`src/rtl/alu_step_ctrl_if.sv`:
```
// Board-side bundle for the ALU step stage:
// switches and step button in, LED word and status out.
interface alu_step_ctrl_if #(
    parameter int WIDTH = 16
);
    logic [WIDTH-1:0] sw;
    logic             step;
    logic [WIDTH-1:0] led;
    logic [2:0]       stage;
    logic             result_valid;

    modport master (
        output sw, step,
        input  led, stage, result_valid
    );

    modport slave (
        input  sw, step,
        output led, stage, result_valid
    );
endinterface

```
`src/rtl/alu_step_ctrl.sv`:
```
// Step-button sequencer for A, B, opcode, result and flags,
// with a registered ALU and registered LED word.
module alu_step_ctrl #(
    parameter int WIDTH       = 16,
    parameter int SYNC_STAGES = 2
) (
    input logic            clk,
    input logic            rst,
    alu_step_ctrl_if.slave bus
);
    localparam int SW = $clog2(WIDTH);

    typedef enum logic [2:0] {
        S_A   = 3'd0,
        S_B   = 3'd1,
        S_OP  = 3'd2,
        S_RES = 3'd3,
        S_FLG = 3'd4
    } state_t;

    state_t state, state_n;

    logic [SYNC_STAGES-1:0] sync;
    logic                   prev;
    logic                   pulse;

    logic [WIDTH-1:0] a, a_n;
    logic [WIDTH-1:0] b, b_n;
    logic [3:0]       op, op_n;
    logic [WIDTH-1:0] res, res_n;
    logic [3:0]       flg, flg_n;
    logic [WIDTH-1:0] led_q, led_n;
    logic             rv_q, rv_n;

    logic [3:0]              opc;
    logic [WIDTH:0]          add_w;
    logic [WIDTH:0]          sub_w;
    logic [SW-1:0]           sh;
    logic [2*WIDTH-1:0]      dbl;
    logic signed [WIDTH-1:0] sra_w;
    logic [WIDTH-1:0]        alu_res;
    logic                    alu_c;
    logic                    alu_v;

    assign opc   = bus.sw[3:0];
    assign pulse = sync[SYNC_STAGES-1] & ~prev;

    // Synchronize the async button and keep the previous level for edge detect
    always_ff @(posedge clk) begin
        if (rst) begin
            sync <= '0;
            prev <= 1'b0;
        end else begin
            sync <= {sync[SYNC_STAGES-2:0], bus.step};
            prev <= sync[SYNC_STAGES-1];
        end
    end

    assign add_w = {1'b0, a} + {1'b0, b};
    assign sub_w = {1'b0, a} - {1'b0, b};
    assign sh    = b[SW-1:0];
    assign dbl   = {a, a} << sh;
    assign sra_w = $signed(a) >>> sh;

    // ALU result and carry/overflow for the opcode on the switches
    always_comb begin
        alu_res = '0;
        alu_c   = 1'b0;
        alu_v   = 1'b0;
        case (opc)
            4'd0: begin
                alu_res = add_w[WIDTH-1:0];
                alu_c   = add_w[WIDTH];
                alu_v   = (a[WIDTH-1] == b[WIDTH-1]) &&
                          (add_w[WIDTH-1] != a[WIDTH-1]);
            end
            4'd1: begin
                alu_res = sub_w[WIDTH-1:0];
                alu_c   = sub_w[WIDTH];
                alu_v   = (a[WIDTH-1] != b[WIDTH-1]) &&
                          (sub_w[WIDTH-1] != a[WIDTH-1]);
            end
            4'd2:    alu_res = a & b;
            4'd3:    alu_res = a | b;
            4'd4:    alu_res = a ^ b;
            4'd5:    alu_res = ~a;
            4'd6:    alu_res = a << sh;
            4'd7:    alu_res = a >> sh;
            4'd8:    alu_res = sra_w;
            4'd9:    alu_res = dbl[2*WIDTH-1:WIDTH];
            default: alu_res = '0;
        endcase
    end

    // Next state and latched values, advancing only on a step pulse
    always_comb begin
        state_n = state;
        a_n     = a;
        b_n     = b;
        op_n    = op;
        res_n   = res;
        flg_n   = flg;
        case (state)
            S_A: if (pulse) begin
                a_n     = bus.sw;
                state_n = S_B;
            end
            S_B: if (pulse) begin
                b_n     = bus.sw;
                state_n = S_OP;
            end
            S_OP: if (pulse) begin
                op_n    = opc;
                res_n   = alu_res;
                flg_n   = {alu_c, alu_res == '0,
                           alu_res[WIDTH-1], alu_v};
                state_n = S_RES;
            end
            S_RES: if (pulse) state_n = S_FLG;
            S_FLG: if (pulse) state_n = S_A;
            default: state_n = S_A;
        endcase
    end

    // LED word and status for the state being entered
    always_comb begin
        led_n = '0;
        rv_n  = 1'b0;
        case (state_n)
            S_A:   led_n = a_n;
            S_B:   led_n = b_n;
            S_OP:  led_n[3:0] = op_n;
            S_RES: begin
                led_n = res_n;
                rv_n  = 1'b1;
            end
            S_FLG: begin
                led_n[3:0] = flg_n;
                rv_n       = 1'b1;
            end
            default: led_n = '0;
        endcase
    end

    // Register state, operands, result and display
    always_ff @(posedge clk) begin
        if (rst) begin
            state <= S_A;
            a     <= '0;
            b     <= '0;
            op    <= '0;
            res   <= '0;
            flg   <= '0;
            led_q <= '0;
            rv_q  <= 1'b0;
        end else begin
            state <= state_n;
            a     <= a_n;
            b     <= b_n;
            op    <= op_n;
            res   <= res_n;
            flg   <= flg_n;
            led_q <= led_n;
            rv_q  <= rv_n;
        end
    end

    assign bus.led          = led_q;
    assign bus.stage        = state;
    assign bus.result_valid = rv_q;
endmodule

```
`src/flat_wrapper.sv`:
```
// flat-port wrapper written by rule: the top's interface ports become plain ports
module alu_step_ctrl_flat 
#(
    parameter int WIDTH       = 16,
    parameter int SYNC_STAGES = 2
)
  (clk, rst, bus_sw, bus_step, bus_led, bus_stage, bus_result_valid);
  alu_step_ctrl_if #(.WIDTH(WIDTH)) bus_i ();
  input logic clk;
  input logic rst;
  input wire logic [$bits(bus_i.sw)-1:0] bus_sw;
  input wire logic [$bits(bus_i.step)-1:0] bus_step;
  output wire logic [$bits(bus_i.led)-1:0] bus_led;
  output wire logic [$bits(bus_i.stage)-1:0] bus_stage;
  output wire logic [$bits(bus_i.result_valid)-1:0] bus_result_valid;
  assign bus_i.sw = bus_sw;
  assign bus_i.step = bus_step;
  assign bus_led = bus_i.led;
  assign bus_stage = bus_i.stage;
  assign bus_result_valid = bus_i.result_valid;
  alu_step_ctrl #(.WIDTH(WIDTH), .SYNC_STAGES(SYNC_STAGES)) u_core (.clk(clk), .rst(rst), .bus(bus_i));
endmodule
```
`config.mk`:
```
export PLATFORM = sky130hd
export DESIGN_NAME = alu_step_ctrl_flat
export DESIGN_NICKNAME = d
export VERILOG_FILES = /design/src/rtl/alu_step_ctrl_if.sv /design/src/rtl/alu_step_ctrl.sv /design/src/flat_wrapper.sv
export SDC_FILE = /design/constraint.sdc
export NUM_CORES = 1
export LEC_CHECK = 0
export CORE_MARGIN = 1.5
export CORE_UTILIZATION = 60
export DETAILED_ROUTE_END_ITERATION = 16
export PLACE_DENSITY = 0.86
export SLEW_MARGIN = 40
export SYNTH_ARGS = -nofsm -noshare
export SYNTH_HDL_FRONTEND = slang
export SYNTH_SLANG_ARGS = --single-unit
```
`constraint.sdc`:
```
create_clock -name clk -period 5.6 [get_ports clk]
set_input_delay 0.84 -clock clk [delete_from_list [all_inputs] [get_ports clk]]
set_output_delay 0.84 -clock clk [all_outputs]
set_load 0.01 [all_outputs]
```
### Word-level counts from Yosys, hierarchy flattened

Index checks and enable logic that the tools add are counted.

| storage, ports and cells | value |
|---|---|
| bits in registers | 79 |
| output and inout bits | 20 |

| operators by class | value |
|---|---|
| $add $sub $neg | 2 |
| equal/unequal tests | 21 |
| shift operators | 4 |
| multiplexer cells | 22 |
| bitwise logic cells | 6 |
| reductions and logical operators | 7 |

Operator list:

| kind | number |
|---|---|
| $pmux W16 S10 | 1 |
| $mux W16 | 6 |
| $pmux W12 S3 | 1 |
| $shl A32 B4 Y32 | 1 |
| $pmux W4 S5 | 1 |
| $add A16 B16 Y17 | 1 |
| $sub A16 B16 Y17 | 1 |
| $and A16 B16 Y16 | 1 |
| $eq A4 B3 Y1 const B | 4 |
| $logic_not A16 Y1 | 1 |
| $mux W4 | 4 |
| $not A16 Y16 | 1 |
| $or A16 B16 Y16 | 1 |
| $shl A16 B4 Y16 | 1 |
| $shr A16 B4 Y16 | 1 |
| $sshr A16 B4 Y16 | 1 |
| $xor A16 B16 Y16 | 1 |
| $mux W3 | 5 |
| $pmux W3 S5 | 1 |
| $eq A3 B2 Y1 const B | 4 |
| $eq A4 B2 Y1 const B | 2 |
| $eq A4 B4 Y1 const B | 2 |
| $eq A3 B1 Y1 const B | 2 |
| $eq A3 B3 Y1 const B | 2 |
| 11 further kinds | 16 |

### Depth between registers and ports, before layout

Gate-level depths: netlist of run 1.

| logic depth | value |
|---|---|
| word-level depth | 7 |
| depth in mapped cells | 15 |
| depth with buffers taken out | 13 |

### Worst setup path before layout of run 1

No wires, ideal clock.

| timing path | value |
|---|---|
| kind | register -> register |
| start point | register u_core.b[1] |
| end point | register u_core.flg[2] |
| setup time | 0.084 ns |
| arrival time | 3.346 ns |
| data required time | 5.516 ns |
| path slack | 2.170 ns |
| cell stages (with the launch flop) | 14 |
| buffers on the path | 2 |
| clock period less this slack | 3.430 ns |
| cells stage by stage | dfxtp_1 -> buf_6 -> buf_6 -> clkinv_1 -> fa_1 -> nor2b_1 -> o311ai_0 -> a21oi_1 -> a21oi_1 -> o221ai_1 -> a211oi_1 -> nand2_1 -> or3_1 -> o31ai_2 |

| on the way | value |
|---|---|
| word-level cells in the longest chain between the ends | 5 |
| elaborated cells on any way between the ends | 13 |

Ends and longest elaborated chain:

| item | line | text |
|---|---|---|
| start, declared | alu_step_ctrl.sv:28 | `logic [WIDTH-1:0] b, b_n;` |
| start signal, assigned | alu_step_ctrl.sv:159 | `b <= b_n;` |
| $sub A16 B16 Y17, or another cell as far along | alu_step_ctrl.sv:60 | `assign sub_w = {1'b0, a} - {1'b0, b};` |
| $pmux W16 S10 * | alu_step_ctrl.sv:70 | `case (opc)` |
| $logic_not A16 Y1 * | alu_step_ctrl.sv:115 | `flg_n = {alu_c, alu_res == '0,` |
| $mux W4 * | alu_step_ctrl.sv:112 | `S_OP: if (pulse) begin` |
| $mux W4 * | alu_step_ctrl.sv:103 | `case (state)` |
| end signal, assigned | alu_step_ctrl.sv:162 | `flg <= flg_n;` |
| end, declared | alu_step_ctrl.sv:31 | `logic [3:0] flg, flg_n;` |

Mark *: on every way between the ends. The rest lies on a longest branch, timed or not.
A chain may end at the register's enable or synchronous reset.

### Worst setup path after layout of run 1

| timing path | value |
|---|---|
| start point | register u_core.a[0] |
| end point | register u_core.flg[2] |

| on the way | value |
|---|---|
| word-level cells in the longest chain between the ends | 5 |
| elaborated cells on any way between the ends | 14 |

Ends and longest elaborated chain:

| item | line | text |
|---|---|---|
| start, declared | alu_step_ctrl.sv:27 | `logic [WIDTH-1:0] a, a_n;` |
| start signal, assigned | alu_step_ctrl.sv:158 | `a <= a_n;` |
| $sub A16 B16 Y17, or another cell as far along | alu_step_ctrl.sv:60 |  |
| $pmux W16 S10 * | alu_step_ctrl.sv:70 |  |
| $logic_not A16 Y1 * | alu_step_ctrl.sv:115 |  |
| $mux W4 * | alu_step_ctrl.sv:112 |  |
| $mux W4 * | alu_step_ctrl.sv:103 |  |

Marked as above.

==> results.json, run 1 <==
{
  "hold_buffers": 0,
  "num_io_pins": 39,
  "crit_type": "flip-flop to flip-flop",
  "tns_ps": 0,
  "fin_skew_ps": 17.5,
  "synth_seq_cells": 79,
  "critical_path.reg2reg.endpoint": "u_core.flg[2]$_SDFF_PP0_",
  "drive_above_1_share_pct": 11.2,
  "ir_worst_vdd_uv": 221,
  "r2r_cells": 13,
  "synth_cell_types": 81,
  "gp_congestion": 1.14,
  "antenna_found_initial": 2,
  "rows": 42,
  "cts_tree": "done",
  "max_cap_violations": 0,
  "ys_warn_count": 0,
  "critPathLaunchType": "flip-flop",
  "end_kind": "flip-flop",
  "first_iter_violations": 1451,
  "finalHoldViolations": 0,
  "r2r_slack_ps": 1440,
  "insertion_delay_ps": 360,
  "wl_per_cell_um": 26.1,
  "synth_edf_count": 0,
  "htreeDepth": 3,
  "die_h_um": 121,
  "critPathMaxFanout": 12,
  "p_per_area_nw_per_um2": 167,
  "die-area_um2": 14600,
  "hpwl_um": 23700,
  "cts-root-buf": "clkbuf_16",
  "grt_pass1_vias": 8163,
  "total_power_w": 0.00151,
  "synthCells": 1108,
  "tightest_slew_ps": 797,
  "cp-endpoint": "u_core.flg[2]$_SDFF_PP0_",
  "n_antenna_cell": 0,
  "drc": 0,
  "cp-startpoint": "u_core.a[0]$_SDFF_PP0_",
  "cts_max_path_buffers": 2,
  "synthFlopType": "dfxtp_1",
  "totalWireLength_um": 32900,
  "fp.dieW_um": 121,
  "detail-route-antenna-nets": 0,
  "synthArstFlopShare_pct": 0,
  "viasPerCell": 7.24,
  "hold_ws_ps": 468,
  "cts.clk_slew.worst_paths_ps": 60,
  "synth_top_area_share_pct": 19.0,
  "coreArea_um2": 13400,
  "start_util_pct": 62.3,
  "critPathArrivalTime_ps": 4440,
  "track_usage_pct": 45.6,
  "port_buffers": 38,
  "required_ps": 5870,
  "syn_area_um2": 8340,
  "yosysTopAreaCell": "dfxtp_1",
  "period_share_pct": 74.4,
  "p_leak_nw": 3.09,
  "grt_pass1_wl_um": 49800,
  "finalSetupViolations": 0,
  "syn_avg_cell_area_um2": 7.53,
  "yosysSeqAreaShare_pct": 19.0,
  "numCtsBuffers": 9,
  "cts_setup_buffers": 0,
  "syn_nets": 1178,
  "r2r-start": "u_core.a[0]$_SDFF_PP0_",
  "cts_sinks": 79,
  "area_growth_pct": 8.04,
  "min_path_type": "flip-flop to flip-flop",
  "synth_area_leaders": "dfxtp_1 (19%), ha_1 (7.3%), nand2_1 (6.8%)",
  "finalMaxSlewViolations": 0,
  "post_cts_resized": 0,
  "drt_first_pass_iters": 7,
  "holdPathStages": 1,
  "relSlewSlack_pct": 45.5,
  "rsz0062_at_grt": "no",
  "grt_overflow": 0,
  "grt_max_degree": 68,
  "min_period_ps": 4160,
  "num_vias": 9127,
  "status": "complete, no violations",
  "max_freq_ghz": 0.240,
  "final_nets": 1149
}
## synthesized netlist by cell type, drive strengths merged (10+ instances only)
cell,count
dfxtp,79
nand2b,15
nand3,15
and2,10
or3,12
o211ai,10
inv,48
a21oi,95
mux4,27
clkbuf,74
nor2,90
o22ai,12
o21a,10
mux2,20
nand2,152
nor3,34
a31oi,18
ha,49
a22o,16
a211oi,15
mux2i,20
a222oi,17
buf,39
nor2b,15
o21ai,60
## kinds of logic (layout without fill, tap and decap cells)
family / after synthesis / after routing / synth area share [%]
xor gates and xnor gates: 8 / 8 / 0.840
AOI/OAI and AO/OA: 356 / 356 / 29.5
adders and majority gates: 51 / 51 / 7.83
muxes: 67 / 67 / 12.5
buffers and inverters: 163 / 139 / 8.55
and+or+nand+nor: 384 / 384 / 21.8
DFF: 79 / 79 / 19.0
## through the flow
| stage | instance area (um2) | cells | util, % | setup WS (ps) |
|---|---|---|---|---|
| final | 9010 | 1260 | 67.3 | 1440 |
| after global placement | 8700 | 1242 | 64.9 | 1200 |
| after detailed placement | 8710 | 1243 | 65.0 | 1040 |
| after floorplan | 8340 | 1108 | - | 2170 |
| after global routing | 9010 | 1260 | 67.3 | 1210 |
| after CTS | 9010 | 1259 | 67.2 | 1390 |
## sequential cells by signal (all words and copies together), names as in the netlist
register / flops
u_core.prev: 1
u_core.sync: 2
u_core.bus.stage: 3
u_core.bus.led: 16
u_core.res: 16
u_core.b: 16
u_core.op: 4
u_core.a: 16
u_core.bus.result_valid: 1
u_core.flg: 4
## area by class of cell
cell class | instances | area (um2)
multi-input cells | 866 | 6080
well taps | 176 | 220
clock inverters | 6 | 68.8
fillers | 1115 | 4390
clock buffers | 10 | 229
inverters | 50 | 188
repair buffers | 73 | 637
flip-flops and latches | 79 | 1590
## worst max-delay path, cell delays in order (launching register included)
cell and delay (ps):
dfxtp_1 730, inv_1 200, ha_1 250, inv_1 70, fa_1 170, nor2b_1 260
o311ai_0 290, a2111oi_0 800, o221a_2 310, a22oi_1 90, nand3b_1 210, nor4_1 320
nand4b_1 170, o31ai_2 220
## per-layer routing
metal  up-vias  track usage [%]  routed length, um  part of all wire (%)
met5         -                0                 13                 0.039
met4         2             19.1               1620                   4.9
met3       115             17.1               4860                    15
met2       727             65.9              13800                    42
met1      4229             60.7              12700                    39
li1       4054                -                  -                     -
## layout by cell type, fill, tap and decap left out, types with 7 or more instances in the layout
cell type	count
nand2_1	152
a21oi_1	95
nor2_1	90
dfxtp_1	75
o21ai_0	59
ha_1	49
inv_1	48
clkdlybuf4s50_1	36
buf_4	34
nor3_1	32
mux4_2	24
mux2_2	20
mux2i_1	20
a31oi_1	18
a222oi_1	17
a22o_1	16
nand3_1	15
nand2b_1	15
a211oi_1	15
nor2b_1	14
o22ai_1	12
or3_1	11
and2_1	10
o21a_1	10
o211ai_1	10
clkbuf_16	9
a221o_1	8
a221oi_1	8
o221a_2	8
o21bai_1	7
nor4_1	7
## power breakdown
| part | internal (W) | switching, W | leakage, nW |
|---|---|---|---|
| clock network | 0.000348 | 0.000259 | 0.143 |
| logic | 0.000115 | 0.000194 | 2.31 |
| registers | 0.000570 | 0.0000191 | 0.640 |
| total | 0.00103 | 0.000473 | 3.09 |
## worst min-delay path by stage
stage                                   start                         to
finish              u_core.sync[0]$_SDFF_PP0_  u_core.sync[1]$_SDFF_PP0_
detailed placement    u_core.op[2]$_SDFF_PP0_    u_core.op[2]$_SDFF_PP0_
CTS                   u_core.op[2]$_SDFF_PP0_    u_core.op[2]$_SDFF_PP0_
floorplan           u_core.sync[0]$_SDFF_PP0_  u_core.sync[1]$_SDFF_PP0_
global route        u_core.sync[0]$_SDFF_PP0_  u_core.sync[1]$_SDFF_PP0_
global placement    u_core.sync[0]$_SDFF_PP0_  u_core.sync[1]$_SDFF_PP0_
(Power assumes the default switching activity.)
==> run 2, diff against run 1 <==
- CORE_UTILIZATION: 60 -> 57
- clock period: 5.6 -> 3.5 ns (I/O delays scaled with it)
==> run 2 against run 1 <==
Against the previous run:
- final area rose by 6.8%
- cell count rose by 6.1%
- sequential cell count unchanged
- worst setup slack worse by 1300 ps
- via count rose by 4.0%
- critical endpoint unchanged
==> results.json, run 2 (synthesis results as in run 1) <==
{
  "cts_sinks": 79,
  "required_ps": 3760,
  "hold_ws_ps": 450,
  "crit_type": "flip-flop to flip-flop",
  "switching_power_w": 0.000762,
  "grt_max_degree": 51,
  "area_growth_pct": 15.4,
  "track_usage_pct": 42.4,
  "status": "complete, no violations",
  "relSlewSlack_pct": 44.2,
  "most-common-layout-cells": "nand2_1 (152), buf_4 (95), a21oi_1 (94), nor2_1 (89), dfxtp_1 (76)",
  "cp_top_family": "compound AO/OA/AOI/OAI gates",
  "finalHoldViolations": 0,
  "num_io_pins": 39,
  "coreArea_um2": 14400,
  "path_buf_inv": 2,
  "r2r_cells": 12,
  "htreeDepth": 3,
  "die-area_um2": 15400,
  "maxUsedRoutingLayer": "met4",
  "fin_skew_ps": 8.96,
  "cts_max_path_buffers": 2,
  "critPathLaunchType": "flip-flop",
  "max_cap_violations": 0,
  "first_iter_violations": 1595,
  "antenna_found_initial": 0,
  "p_int_w": 0.00172,
  "port_buffers": 38,
  "end_kind": "flip-flop",
  "critPathArrivalTime_ps": 3650,
  "critPathMaxFanout": 9,
  "num_vias": 9494,
  "detail-route-antenna-nets": 0,
  "crit_top_cell": "o31ai_2",
  "path_cells": "clkinv_1, buf_4, ha_1, a21oi_2, nor2_1, o31ai_2, a21oi_1, a311o_1, mux2i_1, nand3_1, or3_1, o31ai_2",
  "max_stage_delay_ps": 460,
  "cts.clk_slew.worst_paths_ps": 60,
  "power_frac_comb_pct": 23.1,
  "layout_commonest_cell": "nand2_1",
  "cts_tree": "done",
  "fillers": 1268,
  "die_h_um": 124,
  "stdcell_area_um2": 9630,
  "tightest_slew_ps": 837,
  "cp_slowest_cell": "a311o_1",
  "start_util_pct": 57.8,
  "grt_pass1_wl_um": 49000,
  "insertion_delay_ps": 340,
  "wl_met2_um": 13700,
  "met1_length_um": 12200,
  "hold_buffers": 0,
  "ir_worst_vdd_uv": 289,
  "drive_above_1_share_pct": 16.7,
  "final.setup.worst_slack_ps": 102,
  "min_period_ps": 3400,
  "post_dp_cell_area_um2": 9250,
  "drt_first_pass_iters": 9,
  "seq_power_share_pct": 37.4,
  "finalSetupViolations": 0,
  "p_per_area_nw_per_um2": 258,
  "cts-root-buf": "clkbuf_16",
  "final_nets": 1218,
  "min_path_type": "flip-flop to flip-flop",
  "rows": 44,
  "wl_met3_um": 4470,
  "holdPathStages": 1,
  "numCtsBuffers": 9,
  "n_antenna_cell": 0,
  "viasPerCell": 7.10,
  "pre_cts_ws_ps": -175,
  "finalMaxSlewViolations": 0,
  "hpwl_um": 23400,
  "switching_share_pct": 30.7,
  "crit_cells": 12,
  "grt_overflow": 0,
  "power.share.clock_pct": 39.5,
  "drc": 0,
  "fp.dieW_um": 124,
  "max_freq_ghz": 0.294,
  "gp_congestion": 1.13,
  "wl_per_cell_um": 24.1,
  "grt_pass1_vias": 8545,
  "p_leak_nw": 3.46,
  "period_share_pct": 97.1,
  "totalWireLength_um": 32300
}
## run 2: layer usage
layer / vias up / global-route usage [%]
li1: 4182 / -
met1: 4385 / 55.9
met2: 757 / 62.5
met3: 170 / 13.4
met4: 0 / 20.6
met5: - / 0
## run 2: path summary, 6_finish.rpt
check	startpoint	endpoint	slack (ps)
worst max-delay path	u_core.b[1]$_SDFF_PP0_	u_core.flg[2]$_SDFF_PP0_	100
worst max register to register	u_core.b[1]$_SDFF_PP0_	u_core.flg[2]$_SDFF_PP0_	100
worst min-delay path	u_core.sync[0]$_SDFF_PP0_	u_core.sync[1]$_SDFF_PP0_	450
worst min register to register	u_core.sync[0]$_SDFF_PP0_	u_core.sync[1]$_SDFF_PP0_	450
## run 2: repair_timing
action | in CTS | in global routing
gates resized for setup | 0 | 14
setup buffers | 0 | 2
endpoints found under the setup margin | 0 | 7
## run 2: through the flow
stage	instances	power (W)	util (%)	setup TNS, ps
floorplan	1108	0.00127	-	0
global placement	1318	0.00148	64.1	-115
detailed placement	1318	0.00148	64.1	-175
CTS	1334	0.00244	66.2	0
global route	1337	0.00255	66.7	-45.9
finish	1337	0.00248	66.7	0
## run 2: power groups by stage
stage / clock network, W / registers, W / logic (W)
3_3_place_gp: 0 / 0.000945 / 0.000534
2_1_floorplan: 0 / 0.000946 / 0.000324
6_report: 0.000980 / 0.000927 / 0.000573
3_5_place_dp: 0 / 0.000946 / 0.000539
5_1_grt: 0.00102 / 0.000928 / 0.000602
4_1_cts: 0.000976 / 0.000926 / 0.000542
## run 2: worst reg2reg max path, stage by stage, from the launching register on
cell and delay [ps]:
dfxtp_2 330, clkinv_1 110, buf_4 220, ha_1 370, a21oi_2 210, nor2_1 140, o31ai_2 350, a21oi_1 170
a311o_1 460, mux2i_1 220, nand3_1 140, or3_1 400, o31ai_2 180
## run 2: layout make-up
cell class | instances | area (um2) | area share, %
Multi-Input combinational cell | 866 | 6090 | 63.2
Sequential cell | 79 | 1590 | 16.5
Timing Repair Buffer | 142 | 1230 | 12.8
Clock buffer | 10 | 239 | 2.48
Tap cell | 184 | 230 | 2.39
Inverter | 50 | 188 | 1.95
Clock inverter | 6 | 67.6 | 0.702
==> run 3, diff against run 2 <==
- CTS_CLUSTER_SIZE: not set -> 16
- SETUP_SLACK_MARGIN: not set -> 0.5
==> run 3 against run 2 <==
Against the previous run:
- worst setup slack gained 260 ps
- clock power grew 11%
- first-iteration DRC count grew 8.0%
- global-route usage grew 4.1 points
- critical path type unchanged
- power grew 8.4%
- maximum frequency grew 8.1%
- final area grew 9.4%
- critical endpoint unchanged
- clock-buffer cell count is the same
- utilization grew 6.3 points
- largest cell class unchanged
- combinational power grew 17%
- cell count grew 1.4%
- wire length grew 13%
==> results.json, run 3 (synthesis results as in run 1) <==
{
  "status": "complete, no violations",
  "drive_above_1_share_pct": 25.6,
  "antenna_found_initial": 1,
  "final.setup.worst_slack_ps": 358,
  "viasPerCell": 7.31,
  "area_growth_pct": 26.2,
  "power_frac_comb_pct": 25.0,
  "crit_type": "flip-flop to flip-flop",
  "finalHoldViolations": 0,
  "seq_power_share_pct": 34.6,
  "num_vias": 9913,
  "cts-root-buf": "clkbuf_16",
  "tightest_slew_ps": 841,
  "required_ps": 3760,
  "most-common-layout-cells": "nand2_1 (152), buf_4 (102), a21oi_1 (86), nor2_1 (85), dfxtp_1 (67)",
  "cts_tree": "done",
  "finalSetupViolations": 0,
  "grt_pass1_vias": 8977,
  "start_util_pct": 57.8,
  "hold_buffers": 0,
  "min_period_ps": 3140,
  "grtUsageMet2_pct": 68.1,
  "finalNonFillerCells": 1356,
  "critPathLaunchType": "flip-flop",
  "first_iter_violations": 1722,
  "max_cap_violations": 0,
  "rsz0062_at_grt": "yes",
  "cts_max_path_buffers": 2,
  "layout_commonest_cell": "nand2_1",
  "drt_first_pass_iters": 14,
  "post_dp_cell_area_um2": 9280,
  "p_per_area_nw_per_um2": 255,
  "finalMaxSlewViolations": 0,
  "switching_power_w": 0.000801,
  "gp_congestion": 1.13,
  "fp.dieW_um": 124,
  "coreArea_um2": 14400,
  "htreeDepth": 3,
  "grt_pass1_wl_um": 52900,
  "switching_share_pct": 29.8,
  "cts.clk_slew.worst_paths_ps": 60,
  "detail-route-antenna-nets": 0,
  "die-area_um2": 15400,
  "cts_sinks": 79,
  "pre_cts_ws_ps": -234,
  "ir_worst_vdd_uv": 262,
  "rows": 44,
  "die_h_um": 124,
  "num_io_pins": 39,
  "track_usage_pct": 46.5,
  "end_kind": "flip-flop",
  "p_int_w": 0.00189,
  "grt_overflow": 0,
  "hpwl_um": 25100,
  "port_buffers": 38,
  "totalWireLength_um": 36400,
  "grt_util_met3_pct": 16.9,
  "tns_ps": 0,
  "fillers": 1098,
  "fin_skew_ps": 5.97,
  "drc": 0,
  "wl_per_cell_um": 26.8,
  "grt_max_degree": 43,
  "insertion_delay_ps": 350,
  "grt.busiest_layer": "met2",
  "power.share.clock_pct": 40.4,
  "period_share_pct": 89.8,
  "critPathArrivalTime_ps": 3400,
  "relSlewSlack_pct": 43.8,
  "final_nets": 1238,
  "min_path_type": "flip-flop to flip-flop",
  "dpl.cell_count": 1312,
  "critPathMaxFanout": 16,
  "numCtsBuffers": 9,
  "p_leak_nw": 3.77,
  "stdcell_area_um2": 10500,
  "max_freq_ghz": 0.318,
  "n_antenna_cell": 0,
  "grtUsageMet1_pct": 60.0
}
-- run 3: critical path: stages, from the launching register on --
cell,delay (ps)
dfxtp_1,370
buf_4,230
ha_1,270
or3b_2,460
a31oi_1,190
nor2_1,100
o31a_1,260
o21ai_2,150
mux2i_2,300
nand3_1,140
or3_1,400
o31ai_2,190
-- run 3: area by class of cell --
cell class              count  area, um2  area share (%)
multi-input cells         866       6620            62.8
flip-flops and latches     79       1610            15.3
repair buffers            162       1550            14.7
well taps                 184        230            2.19
clock buffers              10        229            2.17
inverters                  50        196            1.87
clock inverters             5        106            1.01
-- run 3: repair_timing --
item                                    4_1_cts  5_1_grt
endpoints found under the hold margin         0        0
setup buffers                                 9       15
pin swaps                                    15       27
gates cloned                                  4        1
gates resized for setup                      68       76
endpoints found under the setup margin       14       25
-- run 3: path summary, 6_finish.rpt --
| path | start | endpoint | slack, ps | depth (start not counted) |
|---|---|---|---|---|
| max | u_core.a[9]$_SDFF_PP0_ | u_core.flg[2]$_SDFF_PP0_ | 360 | 11 |
| min | u_core.sync[0]$_SDFF_PP0_ | u_core.sync[1]$_SDFF_PP0_ | 450 | 1 |
| max reg2reg | u_core.a[9]$_SDFF_PP0_ | u_core.flg[2]$_SDFF_PP0_ | 360 | 11 |
| min reg2reg | u_core.sync[0]$_SDFF_PP0_ | u_core.sync[1]$_SDFF_PP0_ | 450 | 1 |
-- run 3: routing by layer --
metal | wire length, um | vias to the layer above
met1 | 13400 | 4666
met4 | 2190 | 0
met3 | 5450 | 195
met5 | 0 | -
li1 | - | 4235
met2 | 15300 | 817
-- run 3: power groups by stage --
stage	Combinational [W]	Clock, W	Sequential [W]
CTS	0.000586	0.00109	0.000929
detailed placement	0.000538	0	0.000951
global placement	0.000534	0	0.000950
floorplan	0.000335	0	0.000946
finish	0.000672	0.00109	0.000930
global route	0.000698	0.00112	0.000932
-- run 3: stage by stage --
step	utilization (%)	hold slack, ps	power (W)
after floorplan	-	414	0.00128
after CTS	69.8	454	0.00260
after detailed placement	64.3	443	0.00149
final	73.0	454	0.00269
after global placement	64.2	431	0.00148
after global routing	73.0	471	0.00275
